$ cat src/rtl/uart_pkg.sv
// Shared types and constants for the UART receive controller.
package uart_pkg;

    localparam int FRAME_W = 11;
    localparam int DATA_W  = 8;

    localparam int BIT_START    = 0;
    localparam int BIT_DATA_LSB = 1;
    localparam int BIT_DATA_MSB = 8;
    localparam int BIT_PARITY   = 9;
    localparam int BIT_STOP     = 10;

    typedef enum logic [2:0] {
        ST_IDLE,
        ST_START,
        ST_DATA,
        ST_PARITY,
        ST_STOP,
        ST_CHECK
    } uart_state_t;

endpackage

$ cat src/rtl/uart_sync2.sv
// Two-flop synchronizer for an asynchronous single-bit input.
module uart_sync2 #(
    parameter logic RST_VAL = 1'b1
) (
    input  logic clk,
    input  logic rst,
    input  logic d_i,
    output logic q_o
);

    logic meta_q;
    logic sync_q;

    always_ff @(posedge clk or posedge rst) begin
        if (rst) begin
            meta_q <= RST_VAL;
            sync_q <= RST_VAL;
        end else begin
            meta_q <= d_i;
            sync_q <= meta_q;
        end
    end

    assign q_o = sync_q;

endmodule

$ cat src/rtl/uart_rx_ctrl.sv
// UART receive sequencer: times bit samples, strobes an external SIPO and
// checks the assembled frame for parity and stop-bit errors.
module uart_rx_ctrl
    import uart_pkg::*;
#(
    parameter int CLK_DIV    = 16,
    parameter bit PARITY_ODD = 1'b0
) (
    input  logic               clk,
    input  logic               rst,
    input  logic               rx_in,
    output logic               sipo_shift,
    output logic               sipo_bit,
    input  logic [FRAME_W-1:0] sipo_frame,
    output logic [DATA_W-1:0]  rx_data,
    output logic               rx_valid,
    input  logic               rx_ready,
    output logic               parity_err,
    output logic               frame_err,
    output logic               overrun_err,
    output logic               busy
);

    localparam int CNT_W = $clog2(CLK_DIV);
    localparam logic [CNT_W-1:0] CNT_LAST = CNT_W'(CLK_DIV - 1);
    localparam logic [CNT_W-1:0] CNT_MID  = CNT_W'(CLK_DIV / 2 - 1);

    logic              rx_s;
    uart_state_t       state_q;
    logic [CNT_W-1:0]  cnt_q;
    logic [2:0]        idx_q;
    logic              stop_done_q;
    logic              rx_prev_q;
    logic              shift_q;
    logic              bit_q;
    logic [DATA_W-1:0] data_q;
    logic              valid_q;
    logic              perr_q;
    logic              ferr_q;
    logic              ovr_q;
    logic              busy_q;

    logic parity_err_d;
    logic frame_err_d;
    logic unused_start_bit;

    uart_sync2 #(.RST_VAL(1'b1)) u_sync (
        .clk (clk),
        .rst (rst),
        .d_i (rx_in),
        .q_o (rx_s)
    );

    assign parity_err_d     = (^sipo_frame[BIT_PARITY:BIT_DATA_LSB]) ^ PARITY_ODD;
    assign frame_err_d      = ~sipo_frame[BIT_STOP];
    assign unused_start_bit = sipo_frame[BIT_START];

    always_ff @(posedge clk or posedge rst) begin
        if (rst) begin
            state_q     <= ST_IDLE;
            cnt_q       <= '0;
            idx_q       <= '0;
            stop_done_q <= 1'b0;
            rx_prev_q   <= 1'b1;
            shift_q     <= 1'b0;
            bit_q       <= 1'b0;
            data_q      <= '0;
            valid_q     <= 1'b0;
            perr_q      <= 1'b0;
            ferr_q      <= 1'b0;
            ovr_q       <= 1'b0;
            busy_q      <= 1'b0;
        end else begin
            rx_prev_q <= rx_s;
            shift_q   <= 1'b0;
            ovr_q     <= 1'b0;
            if (valid_q && rx_ready) begin
                valid_q <= 1'b0;
            end

            case (state_q)
                ST_IDLE: begin
                    if (rx_prev_q && !rx_s) begin
                        state_q <= ST_START;
                        cnt_q   <= '0;
                        busy_q  <= 1'b1;
                    end
                end
                ST_START: begin
                    if (cnt_q == CNT_MID) begin
                        cnt_q <= '0;
                        if (!rx_s) begin
                            shift_q <= 1'b1;
                            bit_q   <= 1'b0;
                            idx_q   <= '0;
                            state_q <= ST_DATA;
                        end else begin
                            state_q <= ST_IDLE;
                            busy_q  <= 1'b0;
                        end
                    end else begin
                        cnt_q <= cnt_q + 1'b1;
                    end
                end
                ST_DATA: begin
                    if (cnt_q == CNT_LAST) begin
                        cnt_q   <= '0;
                        shift_q <= 1'b1;
                        bit_q   <= rx_s;
                        idx_q   <= idx_q + 3'd1;
                        if (idx_q == 3'd7) begin
                            state_q <= ST_PARITY;
                        end
                    end else begin
                        cnt_q <= cnt_q + 1'b1;
                    end
                end
                ST_PARITY: begin
                    if (cnt_q == CNT_LAST) begin
                        cnt_q       <= '0;
                        shift_q     <= 1'b1;
                        bit_q       <= rx_s;
                        stop_done_q <= 1'b0;
                        state_q     <= ST_STOP;
                    end else begin
                        cnt_q <= cnt_q + 1'b1;
                    end
                end
                ST_STOP: begin
                    // Linger one cycle after the stop strobe so the SIPO has
                    // captured the stop bit before CHECK reads the frame.
                    if (stop_done_q) begin
                        stop_done_q <= 1'b0;
                        state_q     <= ST_CHECK;
                    end else if (cnt_q == CNT_LAST) begin
                        cnt_q       <= '0;
                        shift_q     <= 1'b1;
                        bit_q       <= rx_s;
                        stop_done_q <= 1'b1;
                    end else begin
                        cnt_q <= cnt_q + 1'b1;
                    end
                end
                ST_CHECK: begin
                    state_q <= ST_IDLE;
                    busy_q  <= 1'b0;
                    if (!valid_q || rx_ready) begin
                        data_q  <= sipo_frame[BIT_DATA_MSB:BIT_DATA_LSB];
                        perr_q  <= parity_err_d;
                        ferr_q  <= frame_err_d;
                        valid_q <= 1'b1;
                    end else begin
                        ovr_q <= 1'b1;
                    end
                end
                default: begin
                    state_q <= ST_IDLE;
                    busy_q  <= 1'b0;
                end
            endcase
        end
    end

    assign sipo_shift  = shift_q;
    assign sipo_bit    = bit_q;
    assign rx_data     = data_q;
    assign rx_valid    = valid_q;
    assign parity_err  = perr_q;
    assign frame_err   = ferr_q;
    assign overrun_err = ovr_q;
    assign busy        = busy_q;

endmodule

$ cat config.mk
export PLATFORM = sky130hd
export DESIGN_NAME = uart_rx_ctrl
export DESIGN_NICKNAME = d
export VERILOG_FILES = /design/src/rtl/uart_pkg.sv /design/src/rtl/uart_sync2.sv /design/src/rtl/uart_rx_ctrl.sv
export SDC_FILE = /design/constraint.sdc
export NUM_CORES = 1
export LEC_CHECK = 0
export BUFFER_PORTS_ARGS = -buffer_cell sky130_fd_sc_hd__clkbuf_2
export CAP_MARGIN = 40
export CORE_MARGIN = 1
export CORE_UTILIZATION = 58
export CTS_CLUSTER_SIZE = 30
export DETAILED_ROUTE_END_ITERATION = 12
export PLACE_DENSITY = 0.81
export SYNTH_ARGS = -nofsm -noshare
export SYNTH_HDL_FRONTEND = slang
export SYNTH_SLANG_ARGS = --single-unit
$ cat constraint.sdc
create_clock -name clk -period 4.4 [get_ports clk]
set_input_delay 0.44 -clock clk [delete_from_list [all_inputs] [get_ports clk]]
set_output_delay 0.44 -clock clk [all_outputs]
set_load 0.05 [all_outputs]
# Yosys cells after proc, flatten, opt, wreduce, memory -nomap -nowiden
# Cells that the tools add are included.
[totals]
memories = 0
ff_bits = 29
mem_bits_rw = 0
wordCells = 94
in_bits = 15
mem_bits_ro = 0
latch_bits = 0
[classes]
n_eq_ne = 17
multipliers = 0
addsub = 2
reduce_logical = 20
shift = 0
mux = 38
n_div = 0
n_lt_le_gt_ge = 0
bitwise_logic = 2
[ops]
columns = ["cell", "count"]
rows = [
  ["$mux W3", 9],
  ["$mux W1", 17],
  ["$mux W4", 4],
  ["$ne A2 B2 Y1 const B", 8],
  ["$pmux W4 S4", 1],
  ["$pmux W3 S5", 1],
  ["$reduce_and A4 Y1", 3],
  ["$eq A3 B3 Y1 const B", 3],
  ["$pmux W1 S3", 3],
  ["$reduce_xor A9 Y1", 1],
  ["$eq A3 B2 Y1 const B", 2],
  ["$pmux W3 S2", 1],
  ["$reduce_and A6 Y1", 1],
  ["$add A4 B1 Y4 const B", 1],
  ["$eq A4 B3 Y1 const B", 1],
  ["$eq A4 B4 Y1 const B", 1],
  ["$reduce_and A2 Y1", 2],
  ["$reduce_bool A2 Y1", 2],
  ["$reduce_bool A4 Y1", 1],
  ["$add A3 B1 Y3 const B", 1],
  ["$eq A3 B1 Y1 const B", 1],
  ["$logic_not A3 Y1", 1],
  ["$reduce_and A3 Y1", 1],
  ["$reduce_bool A3 Y1", 1],
  ["9 further kinds", 12],
]

# Depth between registers and ports, before layout
[depth]
depth_word = 4
mapped_depth = 6
ltp_nobuf = 6

# Hierarchy
# A second synthesis with hierarchy kept.
[hier_totals]
cells_unflattened = 135
area_unflattened_um2 = 1493.9
[modules_own_cells]
columns = ["module", "area_each_um2", "cells_per_inst", "seq_area_each_um2", "instances"]
rows = [
  ["uart_rx_ctrl", 1437.6, 132, 676.9, 1],
  ["uart_sync2", 56.3, 3, 52.6, 1],
]

# Worst setup path before layout
# No wires, ideal clock.
[synth_path]
kind = "register -> register"
startpoint = "register cnt_q[0]"
endpoint = "register idx_q[0]"
required_ns = 4.275
slack_ns = 2.844
period_less_slack_ns = 1.556
arrival_time_ns = 1.431
stages_incl_launch_ff = 7
path_cell_list = "dfrtp_1 > ha_1 > and3b_4 > a2bb2oi_2 > nor2_2 > nor3_2 > mux2_2"
[synth_via]
elab_chain_cells = 3
word_cells_on_any_way = 5
classes_between = "eq/ne (4); reduce/logical (1)"
[synth_lines]
columns = ["item", "line", "rtl"]
rows = [
  ["start, declared", "uart_rx_ctrl.sv:30", "logic [CNT_W-1:0] cnt_q;"],
  ["start signal, assigned", "uart_rx_ctrl.sv:102", "cnt_q <= cnt_q + 1'b1;"],
  ["start signal, assigned", "uart_rx_ctrl.sv:115", "cnt_q <= cnt_q + 1'b1;"],
  ["start signal, assigned", "uart_rx_ctrl.sv:126", "cnt_q <= cnt_q + 1'b1;"],
  ["$eq A4 B4 Y1 or $eq A4 B3 Y1 (tied branches)", "uart_rx_ctrl.sv:106, uart_rx_ctrl.sv:90", ""],
  ["$ne A2 B2 Y1 (no line)", "--", ""],
  ["$reduce_and A4 Y1 (no line) (*)", "--", ""],
  ["end signal, assigned", "uart_rx_ctrl.sv:110", "idx_q <= idx_q + 3'd1;"],
  ["end, declared", "uart_rx_ctrl.sv:31", "logic [2:0] idx_q;"],
]
# Every way passes the cells marked *; elsewhere a longest branch is shown, timed or not.
# A chain may end at the register's enable or synchronous reset.

# Worst setup path in the final report
[layout_path]
startpoint = "register state_q[2]"
endpoint = "register data_q[4], in the netlist rx_data[4]"
[layout_via]
elab_chain_cells = 2
[layout_lines]
columns = ["item", "line", "rtl"]
rows = [
  ["start, declared", "uart_rx_ctrl.sv:29", "uart_state_t state_q;"],
  ["start signal, assigned", "uart_rx_ctrl.sv:60", "state_q <= ST_IDLE;"],
  ["start signal, assigned", "uart_rx_ctrl.sv:84", "state_q <= ST_START;"],
  ["start signal, assigned", "uart_rx_ctrl.sv:96", "state_q <= ST_DATA;"],
  ["$eq A3 B3 Y1", "uart_rx_ctrl.sv:81", "case (state_q)"],
  ["$reduce_and A2 Y1 (no line)", "--", ""],
  ["end signal, assigned", "uart_rx_ctrl.sv:148", "data_q <= sipo_frame[BIT_DATA_MSB:BIT_DATA_LSB];"],
  ["end, declared", "uart_rx_ctrl.sv:36", "logic [DATA_W-1:0] data_q;"],
]
# No other way between the ends.

==> results.json <==
{
  "cts_tree": "done",
  "seqCellArea_um2": 729.5,
  "slew_headroom_pct": 43.55,
  "worst-path-buf-inv": 0,
  "p_sw_uw": 250.0,
  "cp.required_ns": 4.61,
  "r2r_end": "rx_data[4]",
  "ir_drop_mv": 0.3352,
  "ys_types": 46,
  "max_cap_violations": 0,
  "cts_htree_levels": 2,
  "cpMaxStageDelayCell": "dfrtp_1",
  "post_cts_buffers": 0,
  "status": "finished clean",
  "routed_wl_um": 2550,
  "pwr-share-clk_pct": 22.2,
  "crit_type": "reg2reg",
  "synth_area_mm2": 0.001515,
  "cts_made_buffers": 5,
  "synth_area_leaders": "dfrtp_1, mux2_2, dfstp_2",
  "arrival_ns": 2.38,
  "finalMaxSlewViolations": 0,
  "fillers": 181,
  "dieHeight_um": 53.11,
  "dp_hpwl_um": 1891,
  "grt_max_degree": 19,
  "cts_buffer_depth": 2,
  "pwr-share-seq_pct": 47.5,
  "crit_family": "simple AND/OR/NAND/NOR gates",
  "grt_pass1_vias": 1034,
  "start_util_pct": 61.16,
  "synth_edf_count": 0,
  "synthMostInstantiatedCell": "dfrtp_1",
  "die-area_mm2": 0.002821,
  "vias": 1049,
  "drt_iter0_drc": 20,
  "syn_to_final_growth_pct": 13.96,
  "coreArea_mm2": 0.002477,
  "num_rows": 18,
  "drive_gt1_share_pct": 38.75,
  "clk_latency_ns": 0.32,
  "wl_per_cell_um": 13.42,
  "synth_area_leader_cell": "dfrtp_1",
  "setup_viol": 0,
  "timing.setup.tns_ns": 0,
  "synth_seq_cells": 29,
  "fin_crit_ns": 2.173,
  "synth_common_cells": "dfrtp_1, mux2_2, nand2_1",
  "switching_share_pct": 35.14,
  "share_comb_of_total_power_pct": 30.3,
  "clock_sinks": 29,
  "hold_slack_ns": 0.1227,
  "synth_cells": 129,
  "powerDensity_mw_per_mm2": 412.0,
  "rsz0062_at_grt": "false",
  "gp_congestion": 0.8220,
  "path_cells": "nand3b_1, nor2b_1, mux2_2",
  "drtAntennaViolNets": 0,
  "syn_nets": 147,
  "max_stage_delay_ns": 0.72,
  "finalCritPeriodShare_pct": 49.38,
  "die_w_um": 53.11,
  "synth_top_area_share_pct": 42.94,
  "num_io_pins": 30,
  "final.setup.worst_slack_ns": 2.227,
  "drc_errors": 0,
  "seq_area_frac_synth_pct": 48.14,
  "avgViaCountPerCell": 5.521,
  "r2r_slack_ns": 2.23,
  "ctsResizeCount": 0,
  "multiInputGateArea_um2": 716.9,
  "power_leakage_uw": 0.0008103,
  "cts_root_buf": "clkbuf_4",
  "grt_overflow_total": 0,
  "nets": 178,
  "place_ws_ns": 2.235,
  "grt_usage_pct": 22.78,
  "antenna_found_initial": 0,
  "grt_pass1_wl_um": 4367,
  "ys_async_sr_fraction_pct": 100.0,
  "portBuffers": 28,
  "synth.avg_cell_area_um2": 11.75,
  "finClkSkew_ns": 0.001989,
  "clock.fmax_ghz": 0.4602,
  "hold_viol": 0,
  "hold_buffers": 0,
  "dr.pass1.iters": 4,
  "reg2reg_from": "state_q[2]",
  "path_clk_slew_ns": 0.08,
  "worstMarginPinSlew_ns": 0.8450,
  "p_int_uw": 461.4,
  "ys_warn_count": 0,
  "cp-start-kind": "flop",
  "worstHoldPathType": "in2async",
  "diodes": 0,
  "crit_fanout": 12,
  "ff2ff_path_depth": 3,
  "synth-main-ff-cell": "dfrtp_1",
  "end_kind": "flop"
}
==> metal layers <==
layer  GRT usage, %  share of wire (%)  up-vias
li1               -                  -      515
met1          24.03                 42      498
met2          38.40                 50       32
met3          9.483                5.6        4
met4          11.84                2.2        0
met5              0                  0        -
==> worst reg2reg max path, stage by stage (launching register included) <==
cell,delay (ns)
dfrtp_1,0.72
nand3b_1,0.22
nor2b_1,0.71
mux2_2,0.42
==> flip-flops by register name, summed over array words and instances, names as in the netlist, 3 cells and up <==
| name | flops |
|---|---|
| state_q | 3 |
| cnt_q | 4 |
| rx_data | 8 |
| idx_q | 3 |
==> layout by cell type, fill, tap and decap left out, types with 2 or more instances in the layout <==
cell      count
clkbuf_2     28
dfrtp_1      26
mux2_2       10
nand2_1      10
a21oi_1       7
xnor2_1       7
nor2_1        7
clkbuf_4      5
nand2b_1      4
o21ai_0       4
a22o_1        4
inv_1         3
ha_1          3
dfstp_2       3
nand3_1       2
o31ai_1       2
xor2_1        2
o21ai_1       2
==> power by group through the flow <==
stage / clock network, uW / registers (uW) / logic, uW
after floorplan: 0 / 355 / 168
after global placement: 0 / 341 / 207
after detailed placement: 0 / 343 / 217
after CTS: 164 / 338 / 218
after global routing: 176 / 342 / 240
final: 158 / 338 / 216
==> cells by family after synthesis <==
group | Yosys count | share of synthesized area (%)
AND/OR/NAND/NOR | 35 | 14.29
adder cells (fa/ha/maj) | 3 | 2.478
AO/OA/AOI/OAI | 32 | 16.27
multiplexers | 12 | 9.083
buffers and inverters | 9 | 4.541
flip-flops | 29 | 48.14
XOR/XNOR | 9 | 5.203
==> worst max-delay path by stage <==
stage	depth (start not counted)	end	start	slack, ns
after detailed placement	3	rx_data[4]	state_q[0]	2.23
after floorplan	6	idx_q[0]	cnt_q[0]	2.84
final	3	rx_data[4]	state_q[2]	2.23
after CTS	3	rx_data[4]	state_q[0]	2.22
after global routing	3	rx_data[5]	state_q[2]	2.10
after global placement	3	rx_data[0]	state_q[0]	2.29
==> per-stage QoR <==
| step | std cells | total power [uW] | area, um^2 | util (%) |
|---|---|---|---|---|
| after global routing | 190 | 757.9 | 1727 | 69.70 |
| final | 190 | 711.4 | 1727 | 69.70 |
| after detailed placement | 183 | 560.2 | 1672 | 67.47 |
| after global placement | 182 | 548.0 | 1644 | 66.36 |
| after CTS | 190 | 720.1 | 1727 | 69.70 |
| after floorplan | 129 | 523.2 | 1515 | - |
==> layout make-up <==
class	instances	share of cell area [%]
Sequential cell	29	42.25
Multi-Input combinational cell	91	41.52
Timing Repair Buffer	29	9.710
Clock buffer	7	3.188
Tap cell	30	2.174
Inverter	4	1.159
Power figures use the tool's default switching activity.
